### src/rtl/ca_code_gen.sv
// ca_code_gen
//    GPS C/A code generator for the sat_chan bank. One G1/G2 Gold-code LFSR
//    pair, paced by a code NCO, produces all 36 PRN chips in parallel.
//    ca_seq[n] carries PRN n+1. A seek FSM can move the code to any chip.
//
// Build option:
//    CA_SEEK_EN  defined   : load with load_chip != 0 seeks to that chip (busy high)
//                undefined : load only re-seeds to chip 0; load_chip ignored, busy = 0
//
// Ports:
//    clk        system clock (shared with sat_chan)
//    rst_n      asynchronous active-low reset
//    enable     sample strobe; advances the code NCO in RUN
//    code_freq  code NCO increment (chip_rate/sample_rate * 2^NCO_W)
//    load       one-cycle pulse: restart at chip 0 and seek to load_chip
//    load_chip  seek target, 0..1022 (1023 is treated as 0)
//    ca_seq     current chip of PRN1..PRN36
//    chip_idx   index of the chip currently on ca_seq
//    chip_stb   pulse when the code advances in RUN
//    epoch      pulse when chip_idx wraps 1022->0 in RUN
//    busy       high while seeking
//
// state | meaning
// RUN   | code advances on NCO carry-out
// SEEK  | code steps once per clk until chip_idx reaches target
module ca_code_gen #(
   parameter int NCO_W = 32
) (
   input  logic             clk,
   input  logic             rst_n,
   input  logic             enable,
   input  logic [NCO_W-1:0] code_freq,
   input  logic             load,
   input  logic [9:0]       load_chip,
   output logic [35:0]      ca_seq,
   output logic [9:0]       chip_idx,
   output logic             chip_stb,
   output logic             epoch,
   output logic             busy
);

   localparam logic [9:0]  LAST_CHIP = 10'd1022;
   localparam logic [10:1] SEED      = '1;

   // G2 tap pairs for PRN1..PRN36
   localparam logic [3:0] TAP_A [36] = '{
      4'd2, 4'd3, 4'd4, 4'd5, 4'd1, 4'd2, 4'd1, 4'd2, 4'd3, 4'd2, 4'd3, 4'd5,
      4'd6, 4'd7, 4'd8, 4'd9, 4'd1, 4'd2, 4'd3, 4'd4, 4'd5, 4'd6, 4'd1, 4'd4,
      4'd5, 4'd6, 4'd7, 4'd8, 4'd1, 4'd2, 4'd3, 4'd4, 4'd5, 4'd4, 4'd1, 4'd2};
   localparam logic [3:0] TAP_B [36] = '{
      4'd6, 4'd7, 4'd8, 4'd9, 4'd9, 4'd10, 4'd8, 4'd9, 4'd10, 4'd3, 4'd4, 4'd6,
      4'd7, 4'd8, 4'd9, 4'd10, 4'd4, 4'd5, 4'd6, 4'd7, 4'd8, 4'd9, 4'd3, 4'd6,
      4'd7, 4'd8, 4'd9, 4'd10, 4'd6, 4'd7, 4'd8, 4'd9, 4'd10, 4'd10, 4'd7, 4'd8};

   typedef enum logic {RUN, SEEK} state_t;

   state_t           state, nxt_state;
   logic [NCO_W-1:0] phase, phase_n;
   logic [NCO_W:0]   phase_sum;
   logic [10:1]      g1, g2, g1_n, g2_n, g1_step, g2_step;
   logic [9:0]       target, target_n, load_tgt, idx_inc, idx_n;
   logic [35:0]      ca_n;
   logic             wrap, do_step, do_stb, do_reseed, epoch_n;

`ifdef CA_SEEK_EN
   assign load_tgt = (load_chip > LAST_CHIP) ? '0 : load_chip;
`else
   logic unused_load_chip;
   assign unused_load_chip = ^load_chip;
   assign load_tgt         = '0;
`endif

   assign wrap    = (chip_idx == LAST_CHIP);
   assign idx_inc = wrap ? '0 : chip_idx + 10'd1;

   always_comb begin
      nxt_state = state;
      phase_n   = phase;
      target_n  = target;
      do_step   = 1'b0;
      do_stb    = 1'b0;
      do_reseed = 1'b0;
      phase_sum = {1'b0, phase} + {1'b0, code_freq};
      if (load) begin
         do_reseed = 1'b1;
         phase_n   = '0;
         target_n  = load_tgt;
         nxt_state = (load_tgt == '0) ? RUN : SEEK;
      end else begin
         case (state)
            RUN: begin
               if (enable) begin
                  phase_n = phase_sum[NCO_W-1:0];
                  if (phase_sum[NCO_W]) begin
                     do_step = 1'b1;
                     do_stb  = 1'b1;
                  end
               end
            end
            SEEK: begin
               do_step = 1'b1;
               if (idx_inc == target) nxt_state = RUN;
            end
            default: nxt_state = RUN;
         endcase
      end
   end

   // Stepping from the last chip re-seeds instead of shifting so the epoch
   // boundary is exact regardless of LFSR history.
   always_comb begin
      g1_step = wrap ? SEED : {g1[9:1], g1[3] ^ g1[10]};
      g2_step = wrap ? SEED : {g2[9:1], g2[2] ^ g2[3] ^ g2[6] ^ g2[8] ^ g2[9] ^ g2[10]};
      g1_n    = g1;
      g2_n    = g2;
      idx_n   = chip_idx;
      if (do_reseed) begin
         g1_n  = SEED;
         g2_n  = SEED;
         idx_n = '0;
      end else if (do_step) begin
         g1_n  = g1_step;
         g2_n  = g2_step;
         idx_n = idx_inc;
      end
      epoch_n = do_stb & wrap;
   end

   // ca_seq is built from the next LFSR state so it stays aligned with chip_idx.
   always_comb begin
      ca_n = '0;
      for (int n = 0; n < 36; n++)
         ca_n[n] = g1_n[10] ^ g2_n[TAP_A[n]] ^ g2_n[TAP_B[n]];
   end

   always_ff @(posedge clk or negedge rst_n) begin
      if (!rst_n) begin
         state    <= RUN;
         phase    <= '0;
         target   <= '0;
         g1       <= SEED;
         g2       <= SEED;
         chip_idx <= '0;
         ca_seq   <= '1;
         chip_stb <= 1'b0;
         epoch    <= 1'b0;
      end else begin
         state    <= nxt_state;
         phase    <= phase_n;
         target   <= target_n;
         g1       <= g1_n;
         g2       <= g2_n;
         chip_idx <= idx_n;
         ca_seq   <= ca_n;
         chip_stb <= do_stb;
         epoch    <= epoch_n;
      end
   end

`ifdef CA_SEEK_EN
   always_ff @(posedge clk or negedge rst_n) begin
      if (!rst_n) busy <= 1'b0;
      else        busy <= (nxt_state == SEEK);
   end
`else
   assign busy = 1'b0;
`endif

endmodule

### config.mk
export PLATFORM = sky130hd
export DESIGN_NAME = ca_code_gen
export DESIGN_NICKNAME = d
export VERILOG_FILES = /design/src/rtl/ca_code_gen.sv
export SDC_FILE = /design/constraint.sdc
export NUM_CORES = 1
export LEC_CHECK = 0
export BUFFER_PORTS_ARGS = -buffer_cell sky130_fd_sc_hd__buf_2
export CAP_MARGIN = 5
export CORE_MARGIN = 3
export CORE_UTILIZATION = 25
export CTS_CLUSTER_DIAMETER = 50
export DETAILED_ROUTE_END_ITERATION = 7
export GPL_ROUTABILITY_DRIVEN = 0
export SETUP_SLACK_MARGIN = 0.02
export SYNTH_ARGS = -nofsm -noshare
export SYNTH_HDL_FRONTEND = slang
export SYNTH_SLANG_ARGS = --single-unit
### constraint.sdc
create_clock -name clk -period 9.2 [get_ports clk]
set_clock_uncertainty 0.15 [all_clocks]
set_input_delay 0.46 -clock clk [delete_from_list [all_inputs] [get_ports clk]]
set_output_delay 0.46 -clock clk [all_outputs]
set_load 0.05 [all_outputs]
# After elaboration in Yosys (flattened, before gate mapping)
# Cells that the tools add are included.
# word_totals
regBits,101
inputBits,46
wordCells,92
# classes
add_sub_neg,2
eq_ne,2
mux,22
bitwise,53
reduce_logical,4
# ops
operator,n
32-bit 2-to-1 mux,3
10-bit 2-to-1 mux,9
1-bit XOR,51
32-bit by 32-bit adder with 33-bit output,1
10-bit by 1-bit adder with 10-bit output (second input constant),1
10-bit == test (second input constant),1
10-bit zero test,1
1-bit 2-to-1 mux,9
2-bit nonzero test,2
2-bit inequality test (second input constant),1
1-bit case mux with 2 select lines,1
2-bit AND reduction,1
1-bit bitwise AND,1
1-bit inverter,1

# Longest topological paths before layout
# depth
ltp_word,10
mapped_depth,14
mapped_depth_nobuf,12

# Worst setup path before layout
# Ideal clock, no wire load.
# synth_path
path_type,input -> register
from,input code_freq[0]
to,register ca_seq[24]
setup_time_ns,0.078
t_arrival_ns,3.099
required_ns,8.972
setup_slack_ns,5.873
path_stages,12
n_path_buf,0
cell_sequence,ha_1 > inv_1 > fa_1 > nor2b_1 > o31ai_4 > a211oi_2 > o21ai_2 > a2111oi_4 > nor2_2 > or3_4 > a21oi_4 > xnor2_1
# synth_via
elab_chain_cells,9
word_cells_on_any_way,11
classes_between,add/sub (1); mux (8); bitwise (2)
# synth_rtl
element,line_no,rtl
from (decl),32,"input logic [NCO_W-1:0] code_freq,"
32-bit by 32-bit adder with 33-bit output (*),83,"phase_sum = {1'b0, phase} + {1'b0, code_freq};"
1-bit 2-to-1 mux (*),94,if (phase_sum[NCO_W]) begin
1-bit 2-to-1 mux (*),92,if (enable) begin
1-bit case mux with 2 select lines (*),90,case (state)
1-bit 2-to-1 mux (*),84,if (load) begin
10-bit 2-to-1 mux,121,end else if (do_step) begin
10-bit 2-to-1 mux,117,if (do_reseed) begin
1-bit XOR,133,ca_n[n] = g1_n[10] ^ g2_n[TAP_A[n]] ^ g2_n[TAP_B[n]];
1-bit XOR (*),133,
net ca_n[24],62,logic [35:0] ca_n;
to (signal assigned),154,ca_seq <= ca_n;
to (decl),35,"output logic [35:0] ca_seq,"
# Mark *: on every way through the listed nets, which the timed path passes. The rest lies on a longest branch. The select of a mux whose other input is x is not followed.
# A chain may end at the register's enable or synchronous reset.

# Final worst setup path
# layout_path
from,register phase[23]
to,register ca_seq[16]
# layout_via
elab_chain_cells,9
word_cells_on_any_way,11
classes_between,add/sub (1); mux (8); bitwise (2)
# layout_rtl
element,line_no,rtl
from (decl),58,"logic [NCO_W-1:0] phase, phase_n;"
from (signal assigned),149,phase <= phase_n;
32-bit by 32-bit adder with 33-bit output (*),83,
1-bit 2-to-1 mux (*),94,
1-bit 2-to-1 mux (*),92,
1-bit case mux with 2 select lines (*),90,
1-bit 2-to-1 mux (*),84,
10-bit 2-to-1 mux,121,
10-bit 2-to-1 mux,117,
1-bit XOR,133,
1-bit XOR (*),133,
net ca_n[16],62,
# Marks and branches as above.

==> out/metrics.yaml <==
pwr:
  peakVddDrop_mv: 0.0785
  pwr-share-seq: 0.417
  p_int_w: 0.000785
  total_leakage_power_nw: 2.88
  switchingPower_w: 0.000393
  netSwitchingFraction: 0.333
  p_comb_frac: 0.255
  pwr-share-clk: 0.327
  power_density_nw_per_um2: 168
logic_synthesis:
  synthArstFlopShare: 1.00
  synth_top_area_frac: 0.244
  ys.flop_type: "dfstp_2"
  synth_cell_types: 67
  synth.most_common_cell: "dfstp_2"
  yosys_warnings: 0
  synth_commonest_cells: "dfstp_2 (56), nand2_1 (52), o21ai_0 (51)"
  syn_area_um2: 6020
  synth-edff-count: 0
  mappedNetlistNets: 687
  synth_seq_area_share: 0.431
  synth_largest_area_cell: "dfstp_2"
  ys_ff_latch: 101
  syn_inst: 606
  synth_area_per_cell_um2: 9.94
  synth_area_leaders: "dfstp_2 (24%), dfrtp_1 (19%), ha_1 (7.1%)"
sta:
  drv_slew: 0
  final.period_utilization: 0.413
  rsz0062_at_grt: "no"
  hold_violations: 0
  setup_viol: 0
  max_freq_mhz: 263
  period_needed_ps: 3800
  maxSlewHeadroom: 0.219
  setup_tns_ps: 0
  holdWs_ps: 321
  tightest_slew_ps: 1170
die:
  dieArea_um2: 26000
  initial_utilization: 0.256
  pin_count: 95
  die_y_um: 161
  die_width_um: 161
  rows: 56
  core_area_um2: 23500
global_route:
  overflow: 0
  grtUsageTotal: 0.116
  grt_pass1_vias: 4559
  grt_pass1_wl_mm: 24.4
  antenna_found_initial: 0
  grt_start_max_net_pins: 56
setup_path:
  cp.required_ps: 9330
  worstSetupPathType: "flop to flop"
  setup.worst_path.end_class: "flop"
  cp_slowest_cell: "o21ai_2"
  arrival_ps: 3930
  crit_path_max_incr_delay_ps: 920
  crit_path_frequent_cell: "o21ai_0"
  crit_chain: "ha_1, a21oi_1, o21ai_0, a311oi_1, o21ai_0, a21o_2, o21ai_2, o22a_1, xor2_1"
  start_kind: "flop"
  crit_fanout: 29
route:
  finalWirelength_mm: 14.8
  ant_nets: 0
  dr.first_iter.drc_count: 276
  wl_per_cell_um: 14.9
  viasPerCell: 4.61
  drt-pass1-iter-count: 4
  drcViolationCount: 0
  via_count: 4592
clock_tree:
  cts_buffers: 9
  cts_tree: "done"
  clock_latency_ps: 360
  cts_root_buf: "clkbuf_16"
  cts_sinks: 101
  h-tree-depth: 3
  clk_pin_slew_ps: 80
  clockBufferDepth: 2
placed_design:
  portBuffers: 83
  dpl.hpwl_mm: 10.7
run_status:
  status: "finished clean"
finish:
  area_delta_synth_final_pct: 16.6
  final-seq-area_um2: 2600
  multiInputGateArea_um2: 3210
  diodes: 0
  drive_above_1_share: 0.277
  fillers: 2555
  utilization: 0.298
  final_nets: 754
job:
  max-cap-violations: 0
worst_hold_path:
  hp-class: "input port to flop"
-- layout make-up --
| class | instances | area share |
|---|---|---|
| well taps | 319 | 0.0568 |
| multi-input cells | 455 | 0.458 |
| repair buffers | 86 | 0.0631 |
| inverters | 20 | 0.0107 |
| clock buffers | 9 | 0.0321 |
| clock inverters | 7 | 0.00998 |
| flip-flops and latches | 101 | 0.370 |
-- worst paths after layout --
path | startpoint | end | slack (ps) | depth (start not counted)
worst min-delay path | code_freq[0] | phase[0]$_DFFE_PN0P_ | 320 | 3
worst max-delay path | phase[23]$_DFFE_PN0P_ | ca_seq[16]$_DFF_PN1_ | 5400 | 9
worst max register to register | phase[23]$_DFFE_PN0P_ | ca_seq[16]$_DFF_PN1_ | 5400 | 9
min in group asynchronous | rst_n | phase[13]$_DFFE_PN0P_ | 500 | 2
max in group asynchronous | rst_n | chip_idx[8]$_DFFE_PN0P_ | 7250 | 3
worst min register to register | phase[22]$_DFFE_PN0P_ | phase[22]$_DFFE_PN0P_ | 340 | 2
-- logic make-up (layout without fill, tap and decap cells) --
group | Yosys count | in the layout | synth area share
XOR/XNOR | 75 | 75 | 0.109
buffers and inverters | 50 | 122 | 0.0380
AND/OR/NAND/NOR | 157 | 157 | 0.125
adder cells (fa/ha/maj) | 35 | 35 | 0.0739
other | 1 | 1 | 0.000622
flip-flops | 101 | 101 | 0.431
AO/OA/AOI/OAI | 186 | 186 | 0.221
multiplexers | 1 | 1 | 0.00166
-- metrics by stage --
stage,area [um2],total power [W],worst slack [ps],instances
6_report,7020,0.00118,5400,997
5_1_grt,7020,0.00125,5010,997
4_1_cts,7020,0.00120,5390,997
3_5_place_dp,6720,0.000801,5220,980
3_3_place_gp,6720,0.000797,5200,980
2_1_floorplan,6020,0.000732,5870,606
-- layout by cell type (no fill, tap or decap), drive strengths merged, types with 5 or more instances in the layout --
| cell type | count |
|---|---|
| buf | 85 |
| dfstp | 56 |
| nand2 | 52 |
| o21ai | 52 |
| xnor2 | 45 |
| dfrtp | 45 |
| a21oi | 36 |
| ha | 34 |
| nor2 | 33 |
| xor2 | 30 |
| nand3 | 23 |
| a21o | 23 |
| inv | 22 |
| nor3 | 15 |
| o22a | 11 |
| o31ai | 10 |
| clkbuf | 9 |
| and3 | 8 |
| o211ai | 7 |
| a211oi | 7 |
| o22ai | 7 |
| o21a | 6 |
| or3 | 6 |
| o21bai | 5 |
| clkinv | 5 |
-- power by group through the flow --
stage                     Sequential [W]  Clock, W  Combinational [W]
after floorplan                 0.000513         0           0.000219
after global placement          0.000498         0           0.000299
after detailed placement        0.000499         0           0.000302
after CTS                       0.000491  0.000401           0.000303
after global routing            0.000495  0.000416           0.000341
final                           0.000491  0.000386           0.000301
-- layer usage --
metal	global-route usage	vias to the layer above	share of wire
met5	0	-	0
met4	0.0239	0	0.0093
met3	0.0305	11	0.045
met2	0.198	82	0.48
met1	0.149	2199	0.46
li1	-	2300	-
-- registers in the layout (all words and copies together), names as in the netlist --
signal / cells
chip_idx: 10
g2: 10
phase: 32
g1: 10
state: 1
chip_stb: 1
epoch: 1
ca_seq: 36
-- critical path, delay by kind of cell (launching register included) --
family	cells	cell delay, ps
adders and majority gates	1	370
AOI/OAI and AO/OA	7	2610
xor gates and xnor gates	1	190
DFF	1	390
-- what timing repair did --
item / 4_1_cts / 5_1_grt
hold buffers: 1 / 0
setup buffers: 0 / 0
endpoints found under the setup margin: 0 / 0
endpoints found under the hold margin: 17 / 0
resized for setup: 0 / 0
(Power assumes the default switching activity.)
